===== config.mk =====
export PLATFORM = sky130hd
export DESIGN_NAME = rtc_bus_ctrl
export DESIGN_NICKNAME = d
export VERILOG_FILES = /design/src/rtl/rtc_bus_pkg.sv /design/src/rtl/rtc_phase_cnt.sv /design/src/rtl/rtc_bus_ctrl.sv
export SDC_FILE = /design/constraint.sdc
export NUM_CORES = 1
export LEC_CHECK = 0
export BUFFER_PORTS_ARGS = -buffer_cell sky130_fd_sc_hd__buf_2
export CORE_MARGIN = 4
export CORE_UTILIZATION = 45
export DETAILED_ROUTE_END_ITERATION = 10
export PLACE_DENSITY = 0.76
export SLEW_MARGIN = 20
export SYNTH_ARGS = -nofsm -noshare
export SYNTH_HDL_FRONTEND = slang
export SYNTH_HIERARCHICAL = 1
export SYNTH_SLANG_ARGS = --single-unit

===== constraint.sdc =====
create_clock -name clk -period 2 [get_ports clk]
set_input_delay 0.2 -clock clk [delete_from_list [all_inputs] [get_ports clk]]
set_output_delay 0.2 -clock clk [all_outputs]
set_load 0.005 [all_outputs]

===== src/rtl/rtc_bus_pkg.sv =====
// Shared definitions for the RTC parallel bus controller: FSM state
// encoding, default phase timing and the idle levels of the bus pins.
package rtc_bus_pkg;

  typedef enum logic [2:0] {
    ST_IDLE  = 3'd0,
    ST_A_SET = 3'd1,
    ST_A_STB = 3'd2,
    ST_A_HLD = 3'd3,
    ST_D_SET = 3'd4,
    ST_D_STB = 3'd5,
    ST_D_HLD = 3'd6,
    ST_FIN   = 3'd7
  } state_t;

  localparam int unsigned SETUP_CYC_DEF  = 2;
  localparam int unsigned STROBE_CYC_DEF = 4;
  localparam int unsigned HOLD_CYC_DEF   = 2;

  localparam logic       CS_N_IDLE   = 1'b1;
  localparam logic       A_D_IDLE    = 1'b1;
  localparam logic       WR_N_IDLE   = 1'b1;
  localparam logic       RD_N_IDLE   = 1'b1;
  localparam logic       AD_OE_IDLE  = 1'b0;
  localparam logic [7:0] AD_OUT_IDLE = 8'h00;

endpackage


===== src/rtl/rtc_phase_cnt.sv =====
// 8-bit loadable down-counter timing every bus phase. It stops at zero so
// it rests at zero while the controller is idle.
module rtc_phase_cnt (
  input  logic       clk,
  input  logic       reset,
  input  logic       load,
  input  logic [7:0] load_val,
  output logic       zero
);

  logic [7:0] cnt;

  // Load on phase entry, otherwise count down and hold at zero.
  always_ff @(posedge clk) begin
    if (!reset) begin
      cnt <= 8'd0;
    end else if (load) begin
      cnt <= load_val;
    end else if (cnt != 8'd0) begin
      cnt <= cnt - 8'd1;
    end
  end

  assign zero = (cnt == 8'd0);

endmodule


===== src/rtl/rtc_bus_ctrl.sv =====
// Sequences one-byte reads and writes onto the multiplexed address/data
// bus of the RTC chip. Every bus pin is registered from the current state,
// so pins lag the state register by one clock.
module rtc_bus_ctrl
  import rtc_bus_pkg::*;
#(
  parameter int unsigned SETUP_CYC  = SETUP_CYC_DEF,
  parameter int unsigned STROBE_CYC = STROBE_CYC_DEF,
  parameter int unsigned HOLD_CYC   = HOLD_CYC_DEF
) (
  input  logic       clk,
  input  logic       reset,
  input  logic       req,
  input  logic       rw,
  input  logic [7:0] addr,
  input  logic [7:0] wdata,
  output logic       busy,
  output logic       done,
  output logic [7:0] rdata,
  input  logic [7:0] ad_in,
  output logic [7:0] ad_out,
  output logic       ad_oe,
  output logic       cs_n,
  output logic       a_d,
  output logic       wr_n,
  output logic       rd_n
);

  state_t     state;
  logic       rw_q;
  logic [7:0] addr_q;
  logic [7:0] wdata_q;
  logic       cnt_load;
  logic [7:0] cnt_val;
  logic       cnt_zero;
  logic       in_a;
  logic       in_d;

  // Counter preload for a phase: the phase length minus one, since the
  // state advances on the cycle the counter reads zero.
  function automatic logic [7:0] phase_len_m1(input state_t s);
    case (s)
      ST_A_SET, ST_D_SET: phase_len_m1 = 8'(SETUP_CYC - 1);
      ST_A_STB, ST_D_STB: phase_len_m1 = 8'(STROBE_CYC - 1);
      ST_A_HLD, ST_D_HLD: phase_len_m1 = 8'(HOLD_CYC - 1);
      default:            phase_len_m1 = 8'd0;
    endcase
  endfunction

  // Fixed phase order of a transaction.
  function automatic state_t next_phase(input state_t s);
    case (s)
      ST_IDLE:  next_phase = ST_A_SET;
      ST_A_SET: next_phase = ST_A_STB;
      ST_A_STB: next_phase = ST_A_HLD;
      ST_A_HLD: next_phase = ST_D_SET;
      ST_D_SET: next_phase = ST_D_STB;
      ST_D_STB: next_phase = ST_D_HLD;
      ST_D_HLD: next_phase = ST_FIN;
      default:  next_phase = ST_IDLE;
    endcase
  endfunction

  // Reload the counter whenever the state is about to change.
  always_comb begin
    cnt_load = (state == ST_IDLE) ? req : cnt_zero;
    cnt_val  = phase_len_m1(next_phase(state));
    in_a     = (state == ST_A_SET) || (state == ST_A_STB) || (state == ST_A_HLD);
    in_d     = (state == ST_D_SET) || (state == ST_D_STB) || (state == ST_D_HLD);
  end

  rtc_phase_cnt u_phase_cnt (
    .clk      (clk),
    .reset    (reset),
    .load     (cnt_load),
    .load_val (cnt_val),
    .zero     (cnt_zero)
  );

  // Transaction FSM with its registered bus pins and read-data capture.
  always_ff @(posedge clk) begin
    if (!reset) begin
      state   <= ST_IDLE;
      rw_q    <= 1'b0;
      addr_q  <= 8'h00;
      wdata_q <= 8'h00;
      cs_n    <= CS_N_IDLE;
      a_d     <= A_D_IDLE;
      wr_n    <= WR_N_IDLE;
      rd_n    <= RD_N_IDLE;
      ad_oe   <= AD_OE_IDLE;
      ad_out  <= AD_OUT_IDLE;
      busy    <= 1'b0;
      done    <= 1'b0;
      rdata   <= 8'h00;
    end else begin
      case (state)
        ST_IDLE: begin
          if (req) begin
            rw_q    <= rw;
            addr_q  <= addr;
            wdata_q <= wdata;
            state   <= ST_A_SET;
          end
        end
        ST_FIN:  state <= ST_IDLE;
        default: begin
          if (cnt_zero) state <= next_phase(state);
        end
      endcase

      cs_n   <= !(in_a || in_d);
      a_d    <= !in_a;
      ad_oe  <= in_a || (in_d && !rw_q);
      ad_out <= in_a ? addr_q : ((in_d && !rw_q) ? wdata_q : AD_OUT_IDLE);
      wr_n   <= !((state == ST_A_STB) || ((state == ST_D_STB) && !rw_q));
      rd_n   <= !((state == ST_D_STB) && rw_q);
      busy   <= (state != ST_IDLE);
      done   <= (state == ST_FIN);

      // rd_n still low while the state already sits in D_HLD marks the
      // edge that closes the read strobe; that is the sampling edge.
      if ((state == ST_D_HLD) && !rd_n) rdata <= ad_in;
    end
  end

endmodule


* After elaboration in Yosys (flattened, before gate mapping)
Cells that the tools add are included.
W data, S select, Z words.
** Storage, ports and cells
- Memory bits (read-only) :: 0
- Word-level logic and storage cells :: 67
- Memories :: 0
- Output and inout bits :: 23
- Memory bits (writable) :: 0
- Latch bits :: 0
- Input port bits :: 28
- Register bits :: 51
** Cells by class
- Bitwise operators :: 0
- Equal/unequal tests :: 14
- Multiplexer cells :: 11
- Shifts and indexed selects :: 0
- Div/mod/pow operators :: 0
- Magnitude comparators :: 0
- Multipliers :: 0
- Reduce and logical (&&, ||, !) cells :: 27
- Add/subtract/negate cells :: 1
** Operators with widths (number)
- $mux W8 :: 4
- $eq A3 B3 Y1 const B :: 7
- $pmux W3 S7 :: 1
- $pmux W3 S6 :: 1
- $eq A3 B2 Y1 const B :: 4
- $logic_not A8 Y1 :: 1
- $reduce_bool A8 Y1 :: 1
- $sub A8 B1 Y8 const B :: 1
- $logic_or A1 B1 Y1 :: 7
- $eq A3 B1 Y1 const B :: 2
- $logic_not A1 Y1 :: 6
- $mux W3 :: 2
- $pmux W3 S2 :: 1
- $reduce_bool A3 Y1 :: 2
- $logic_and A1 B1 Y1 :: 4
- $pmux W2 S2 :: 1
- $reduce_and A2 Y1 :: 2
- $reduce_or A4 Y1 :: 1
- $logic_not A3 Y1 :: 1
- $ne A2 B2 Y1 const B :: 1
- $reduce_bool A2 Y1 :: 1
- $reduce_or A2 Y1 :: 1
- $mux W1 :: 1

* Logic depth before layout (Yosys ltp)
Gate-level depths: netlist of the first run.
- Depth after elaboration :: 6
- Gate-level depth with buffers :: 9
- Depth with buffers taken out :: 8

* Modules after synthesis
The synthesis of the first run kept the hierarchy.
** Modules (own cells, without submodules)
- rtc_bus_ctrl :: area an instance 1750.4 um^2, times used 1, cells each 188, seq. area each 860.8 um^2
- rtc_phase_cnt :: area an instance 457.9 um^2, times used 1, cells each 51, seq. area each 160.2 um^2

* Least setup slack after synthesis of the first run
No wires, ideal clock.
- Kind :: reg-to-reg
- Start :: register u_phase_cnt.cnt[0]
- End :: register u_phase_cnt.cnt[3]
- Stages on the path, launching flop included :: 10
- Data required time :: 1913 ps
- Path slack :: 164 ps
- Buffers on the path :: 1
- Setup time :: 87 ps
- Arrival :: 1749 ps
- Period minus slack after synthesis :: 1836 ps
- Path through :: dfxtp_1 -> inv_1 -> ha_1 -> and4bb_1 -> buf_6 -> o31ai_1 -> nand2b_1 -> inv_1 -> nand2_1 -> o31ai_1
** Between the ends
- Cells in the longest elaborated chain, start to end :: 3
- Elaborated cells between the ends (all ways) :: 7
- Those cells by class :: add/sub (1); mux (3); reduce/logical (3)
** Ends and longest elaborated chain
- start: declaration :: RTL line rtc_phase_cnt.sv:11 : logic [7:0] cnt;
- start signal: assignment :: RTL line rtc_phase_cnt.sv:18 : cnt <= load_val;
- start signal: assignment :: RTL line rtc_phase_cnt.sv:20 : cnt <= cnt - 8'd1;
- $logic_not A8 Y1 (*) :: RTL line rtc_phase_cnt.sv:24 : assign zero = (cnt == 8'd0);
- named net cnt_zero :: RTL line rtc_bus_ctrl.sv:35 : logic cnt_zero;
- $mux W1 (*) :: RTL line rtc_bus_ctrl.sv:66 : cnt_load = (state == ST_IDLE) ? req : cnt_zero;
- named net cnt_load :: RTL line rtc_bus_ctrl.sv:33 : logic cnt_load;
- $mux W8 or $reduce_bool A2 Y1 (tied branches)
Mark *: on every way through the listed nets, which the timed path passes. The rest lies on a longest branch. The select of a mux whose other input is x is not followed.
A chain may end at the register's enable or synchronous reset.

* Final worst setup path of the first run
Ends and elaborated chain as after synthesis.

==> results.toml, run 1 <==
[place]
pre_cts_ws_ns = 0.203
gp_congestion = 0.711
dp_hpwl_um = 2820
io_buffer_count = 50

[routing]
vias = 1731
firstDrtPassIters = 4
viasPerCell = 4.86
post-route-drc-count = 0
drtAntennaViolNets = 0
drt-total-wl_um = 4040
drt-initial-drc-count = 76
routedWlPerCell_um = 11.4

[worst_setup_path]
start_kind = "flop"
critPathArrivalTime_ns = 1.94
end_kind = "flop"
worst_path_max_delay_cell = "dfxtp_1"
crit_fanout = 9
cp.required_ns = 2.21
cpPeakStageDelay_ns = 0.39
startpoint = "u_phase_cnt/cnt[0]$_SDFFE_PN0P_"
r2r_start = "u_phase_cnt/cnt[0]$_SDFFE_PN0P_"
r2r_setup_slack_ns = 0.27
critPathKind = "flop to flop"
path_cells = "inv_1 > ha_1 > and4bb_1 > o31ai_1 > nand2b_1 > inv_2 > nand2_1 > o31ai_1"
crit_top_cell = "o31ai_1"

[floorplan]
core_um2 = 4720
io_pins = 51
row_count = 25
dieArea_um2 = 6090
initial_core_util_pct = 46.8
die_h_um = 78.1
fp.dieW_um = 78.1

[outcome]
status = "complete, no violations"

[pwr]
combPwrFrac_pct = 30.8
power_mw = 2.72
switchingPower_mw = 0.933
leakagePower_nw = 1.05
p_seq_share_pct = 48.1
intPower_mw = 1.79
pwr-share-clk_pct = 21.1
irDropWorstVdd_mv = 0.568
switching_share_pct = 34.3
power.density_nw_per_um2 = 1060

[synthesis]
synth_cell_types = 41
synth_flop_cell = "dfxtp_1"
yosysWarnings = 6
synth_area_leaders = "dfxtp_1 46%, nand2_1 7.1%, o21ai_2 5.2%"
synth_common_cells = "51 x dfxtp_1, 42 x nand2_1, 20 x nand3_1"
synth-seq-cells = 51
async_flop_share_pct = 0
yosysTopAreaCell = "dfxtp_1"
syn_avg_cell_area_um2 = 9.24
synth_top_area_share_pct = 46.2
ys_seq_area_share_pct = 46.2
synthCells = 239
synth.most_common_cell = "dfxtp_1"
syn_area_um2 = 2210
synth_edf_count = 0

[cells_and_area]
final_net_count = 317
area_growth_pct = 16.1
seqCellArea_um2 = 1020
drive_above_1_share_pct = 30.1
multi_input_area_um2 = 1050
antenna_cells = 0
fillers = 454

[timing]
finalCriticalPeriod_ns = 1.73
fin_hold_ws_ns = 0.111
grt_setup_unrepaired = "false"
slew_viol_final = 0
worst_clock_skew_ns = 0.00439
tns_ns = 0
max_freq_mhz = 576
finalHoldViolCount = 0
period_share_pct = 86.7
worst_slack_ns = 0.265
worst_slew_pin_slew_ns = 0.595
timing.slew.headroom_pct = 60.2
setup_viol = 0

[grt]
global_route.usage.met1_pct = 18.5
grt_pass1_vias = 1627
grt.total_usage_pct = 14.4
grt_max_degree = 44
globalRoute.busiestLayer = "met2"
grt.met2_usage_pct = 23.5
grt_overflow = 0
antenna_found_initial = 0
grtUsageMet3_pct = 4.36
grt_pass1_wl_um = 7160

[cts]
clk_latency_ns = 0.29
cts_buffers = 5
clock-sinks = 51
cts-root-buf = "clkbuf_8"
path_clk_slew_ns = 0.09
htree_levels = 2
cts_tree = "yes"
cts_buffer_depth = 2

[flow_run]
max_cap_violations = 0

[worst_hold_path]
hold_path.class = "input port to flop"
min-delay-start = "addr[5]"
==> timing repair <==
action	in CTS	in global routing
hold buffers	0	0
setup buffers	0	0
resized for setup	0	1
setup endpoints to repair	0	4
==> layout by cell type, fill, tap and decap left out, drive strengths merged, types with 3 or more instances in the layout <==
cell type  count
buf           56
dfxtp         51
nand2         42
o21ai         24
nand3         23
nor2b         10
a21oi         10
mux2i          9
inv            7
o31ai          6
conb           6
clkbuf         5
xnor2          4
nor2           4
nor3b          3
==> metal layers <==
layer	wire length [um]	share of wire, %
met1	1880	47
met2	1930	48
met3	203	5.0
met4	28	0.69
met5	0	0
==> final cells by class <==
type,count,share of cell area [%]
Clock buffer,5,2.68
Multi-Input combinational cell,168,41.1
Sequential cell,51,39.8
Clock inverter,3,0.732
Inverter,6,0.878
Tap cell,67,3.27
Timing Repair Buffer,56,11.5
==> cell families after synthesis <==
| group | after synthesis | synth area share (%) |
|---|---|---|
| adder cells (fa/ha/maj) | 1 | 0.566 |
| AO/OA/AOI/OAI | 52 | 16.4 |
| multiplexers | 9 | 4.08 |
| AND/OR/NAND/NOR | 95 | 23.7 |
| other | 1 | 0.170 |
| flip-flops | 51 | 46.2 |
| XOR/XNOR | 5 | 1.98 |
| buffers and inverters | 25 | 6.86 |
==> path summary, 6_finish.rpt <==
path	cells after the start	to
max	8	u_phase_cnt/cnt[3]$_SDFFE_PN0P_
min	3	addr_q[5]$_SDFFE_PN0P_
max reg2reg	8	u_phase_cnt/cnt[3]$_SDFFE_PN0P_
min reg2reg	1	rd_n$_SDFF_PN1_
==> flip-flops by register name, summed over array words and instances (netlist names) <==
signal / flops
rd_n: 1
done: 1
wr_n: 1
wdata_q: 8
rw_q: 1
a_d: 1
ad_oe: 1
state: 3
busy: 1
u_phase_cnt/cnt: 8
ad_out: 8
cs_n: 1
addr_q: 8
rdata: 8
==> worst max-delay path: cells and delay by family (launching register included) <==
kind | cells | cell delay, ns
simple gates | 3 | 0.47
flops | 1 | 0.39
fa+ha+maj | 1 | 0.27
buf+inv | 2 | 0.22
compound gates | 2 | 0.31
==> power by group through the flow <==
stage          sequential (mW)  clock [mW]  combinational (mW)
2_1_floorplan             1.29           0               0.728
3_3_place_gp              1.33           0               0.824
3_5_place_dp              1.34           0               0.837
4_1_cts                   1.31       0.601               0.846
5_1_grt                   1.33       0.645               0.965
6_report                  1.31       0.574               0.838
==> metrics by stage <==
step / instance area [um^2] / utilization, % / cells
final: 2560 / 54.3 / 356
after global routing: 2560 / 54.3 / 356
after CTS: 2560 / 54.3 / 356
after detailed placement: 2480 / 52.5 / 348
after global placement: 2480 / 52.5 / 348
after floorplan: 2230 / - / 244
Power figures use the tool's default switching activity.
==> inputs of run 2 (changes only) <==
- ABC_AREA: unset -> 1
- SYNTH_HIERARCHICAL: 1 -> unset
==> run 2 against run 1 <==
  * Hold slack better by 0.0070 ns
  * Count of clock-buffer cells in the layout stayed put
  * Final cell count is 1.7% higher
  * Combinational power is 50% higher
  * Register-to-register slack better by 0.28 ns
  * Critical path depth is 3 lower
  * Sequential share of layout area is 1.4 points higher
  * First-iteration DRC count is 37% higher
  * Non-clock buffer count is 6 lower
  * Final area is 3.4% lower
  * Critical path type unchanged
  * Largest power group unchanged
  * Highest routed layer unchanged
==> results.toml, run 2 <==
[outcome]
status = "complete, no violations"

[worst_hold_path]
worstHoldPathCells = 3
hold_path.class = "input port to flop"
min-delay-start = "ad_in[1]"
min_to = "rdata[1]$_SDFFE_PN0P_"

[cts]
cts-root-buf = "clkbuf_8"
hold_buffers = 0
cts_tree = "yes"
path_clk_slew_ns = 0.09
clk_latency_ns = 0.31
clock-sinks = 51
cts_buffer_depth = 2
htree_levels = 2
post_cts_resized = 0
cts_buffers = 5
post_cts_buffers = 0

[synthesis]
synthAdderAreaFrac_pct = 1.20
synth_compound_area_share_pct = 12.0
yosysTopAreaCell = "dfxtp_1"
synth-simple-area-share_pct = 31.0
ys_seq_area_share_pct = 48.8
synth_top_family_by_area = "simple AND/OR/NAND/NOR gates"
synth_nets = 290
synth.most_common_cell = "dfxtp_1"
synth_edf_count = 0
synth-xor-area-share_pct = 1.26
synth_cell_types = 28
synth_flop_cell = "dfxtp_1"
synth_area_leaders = "dfxtp_1 49%, nand2_1 8.6%, a21oi_1 7.7%"
synth-seq-cells = 51
yosysWarnings = 0
syn_avg_cell_area_um2 = 8.05
synth_common_cells = "51 x dfxtp_1, 48 x nand2_1, 35 x nor2_1"
async_flop_share_pct = 0
synthCells = 260
syn_area_um2 = 2090
synth_top_area_share_pct = 48.8
synthMuxAreaShare_pct = 0

[timing]
worst_clock_skew_ns = 0.00883
finalCriticalPeriod_ns = 1.45
slew_viol_final = 0
setup_viol = 0
timing.slew.headroom_pct = 70.9
worst_slew_pin_slew_ns = 0.436
finalHoldViolCount = 0
max_freq_mhz = 689
tns_ns = 0
grt_setup_unrepaired = "false"
period_share_pct = 72.6

[worst_setup_path]
cp.required_ns = 2.20
end_kind = "flop"
ff2ff_path_depth = 5
start_kind = "flop"
critPathArrivalTime_ns = 1.65
critPathKind = "flop to flop"
r2r_start = "state[1]$_SDFFE_PN0P_"
crit_fanout = 9
rr_endpoint = "rdata[5]$_SDFFE_PN0P_"
r2r_setup_slack_ns = 0.55

[cells_and_area]
final_common_cell = "dfxtp_1"
final_area_um2 = 2480
drive_above_1_share_pct = 24.5
area_growth_pct = 18.5
final_cell_mix = "51 x dfxtp_1, 50 x buf_2, 48 x nand2_1"
antenna_cells = 0
final_cell_count_no_fill = 362
final_net_count = 339

[grt]
grtUsageMet3_pct = 5.20
antenna_found_initial = 0
grt.total_usage_pct = 15.7
grt_pass1_wl_um = 7790
grt_max_degree = 29
global_route.usage.met1_pct = 19.3
globalRoute.busiestLayer = "met2"
grt_pass1_vias = 1795
grt_overflow = 0
grt.met2_usage_pct = 26.0

[routing]
post-route-drc-count = 0
drt-total-wl_um = 4420
drt-initial-drc-count = 104
viasPerCell = 5.13
drtAntennaViolNets = 0
routedWlPerCell_um = 12.2
firstDrtPassIters = 6
vias = 1856

[pwr]
leakagePower_nw = 1.12
irDropWorstVdd_mv = 0.537
power.density_nw_per_um2 = 1340

[floorplan]
fp.dieW_um = 76.2
core_um2 = 4410
initial_core_util_pct = 47.4
io_pins = 51
row_count = 24
dieArea_um2 = 5800
die_h_um = 76.2

[place]
gp_congestion = 0.812
dpl_cell_area_um2 = 2360
io_buffer_count = 50
dp_cells = 354
dp_hpwl_um = 3100

[flow_run]
max_cap_violations = 0
run 2: changes by cell type in the layout (fill, tap and decap cells not counted), moves of 6 or more:
cell     delta
buf_4       -6
conb_1      -6
nand3_1     +7
nor2_1     +31
inv_1       +9
nand2_1     +6
o21ai_2    -13
mux2i_1     -9
nor2b_1    -10
o31ai_1     -6
a21oi_1    +22
run 2: cell families after synthesis:
family / Yosys count
simple gates: 130
buf+inv: 26
compound gates: 48
flops: 51
fa+ha+maj: 2
xor+xnor: 3
run 2: worst max-delay path, cell delays in order, from the launching register on:
cell,delay [ns]
dfxtp_1,0.50
nand2_2,0.15
nor3_4,0.29
inv_1,0.21
nor2_1,0.14
nor2_1,0.06
run 2: worst max path at each step:
stage                                    start                    end  slack (ns)  cells past startpoint
5_1_grt                  state[1]$_SDFFE_PN0P_  rdata[4]$_SDFFE_PN0P_        0.36                      5
2_1_floorplan  u_phase_cnt.cnt[0]$_SDFFE_PN0P_  state[1]$_SDFFE_PN0P_        0.76                      7
4_1_cts                  state[1]$_SDFFE_PN0P_  rdata[5]$_SDFFE_PN0P_        0.53                      5
3_3_place_gp             state[1]$_SDFFE_PN0P_  rdata[1]$_SDFFE_PN0P_        0.59                      5
6_report                 state[1]$_SDFFE_PN0P_  rdata[5]$_SDFFE_PN0P_        0.55                      5
3_5_place_dp             state[1]$_SDFFE_PN0P_  rdata[5]$_SDFFE_PN0P_        0.56                      5
run 2: final cells by class:
cell class / count / area, um^2
Clock buffer: 5 / 68.8
Sequential cell: 51 / 1020
Inverter: 18 / 75.1
Clock inverter: 3 / 47.5
Tap cell: 52 / 65.1
Timing Repair Buffer: 50 / 250
Multi-Input combinational cell: 183 / 951
Fill cell: 408 / 1940
run 2: metal layers:
metal | share of wire, % | vias to the layer above
met5 | 0 | -
met4 | 1.6 | 0
met3 | 6.0 | 8
met2 | 46 | 38
met1 | 46 | 858
li1 | - | 952
run 2: power breakdown:
group | switching [mW] | leakage [nW] | total [mW] | internal, mW
Clock | 0.358 | 0.0587 | 0.737 | 0.380
Combinational | 0.811 | 0.644 | 1.26 | 0.445
Sequential | 0.122 | 0.417 | 1.32 | 1.20
run 2: stage by stage:
step	hold slack, ns	setup slack [ns]	utilization, %	power, mW
floorplan	0.335	0.763	-	2.34
global placement	0.416	0.592	53.5	2.57
detailed placement	0.432	0.557	53.5	2.59
CTS	0.108	0.527	56.2	3.33
global route	0.120	0.356	56.2	3.56
finish	0.118	0.549	56.2	3.31
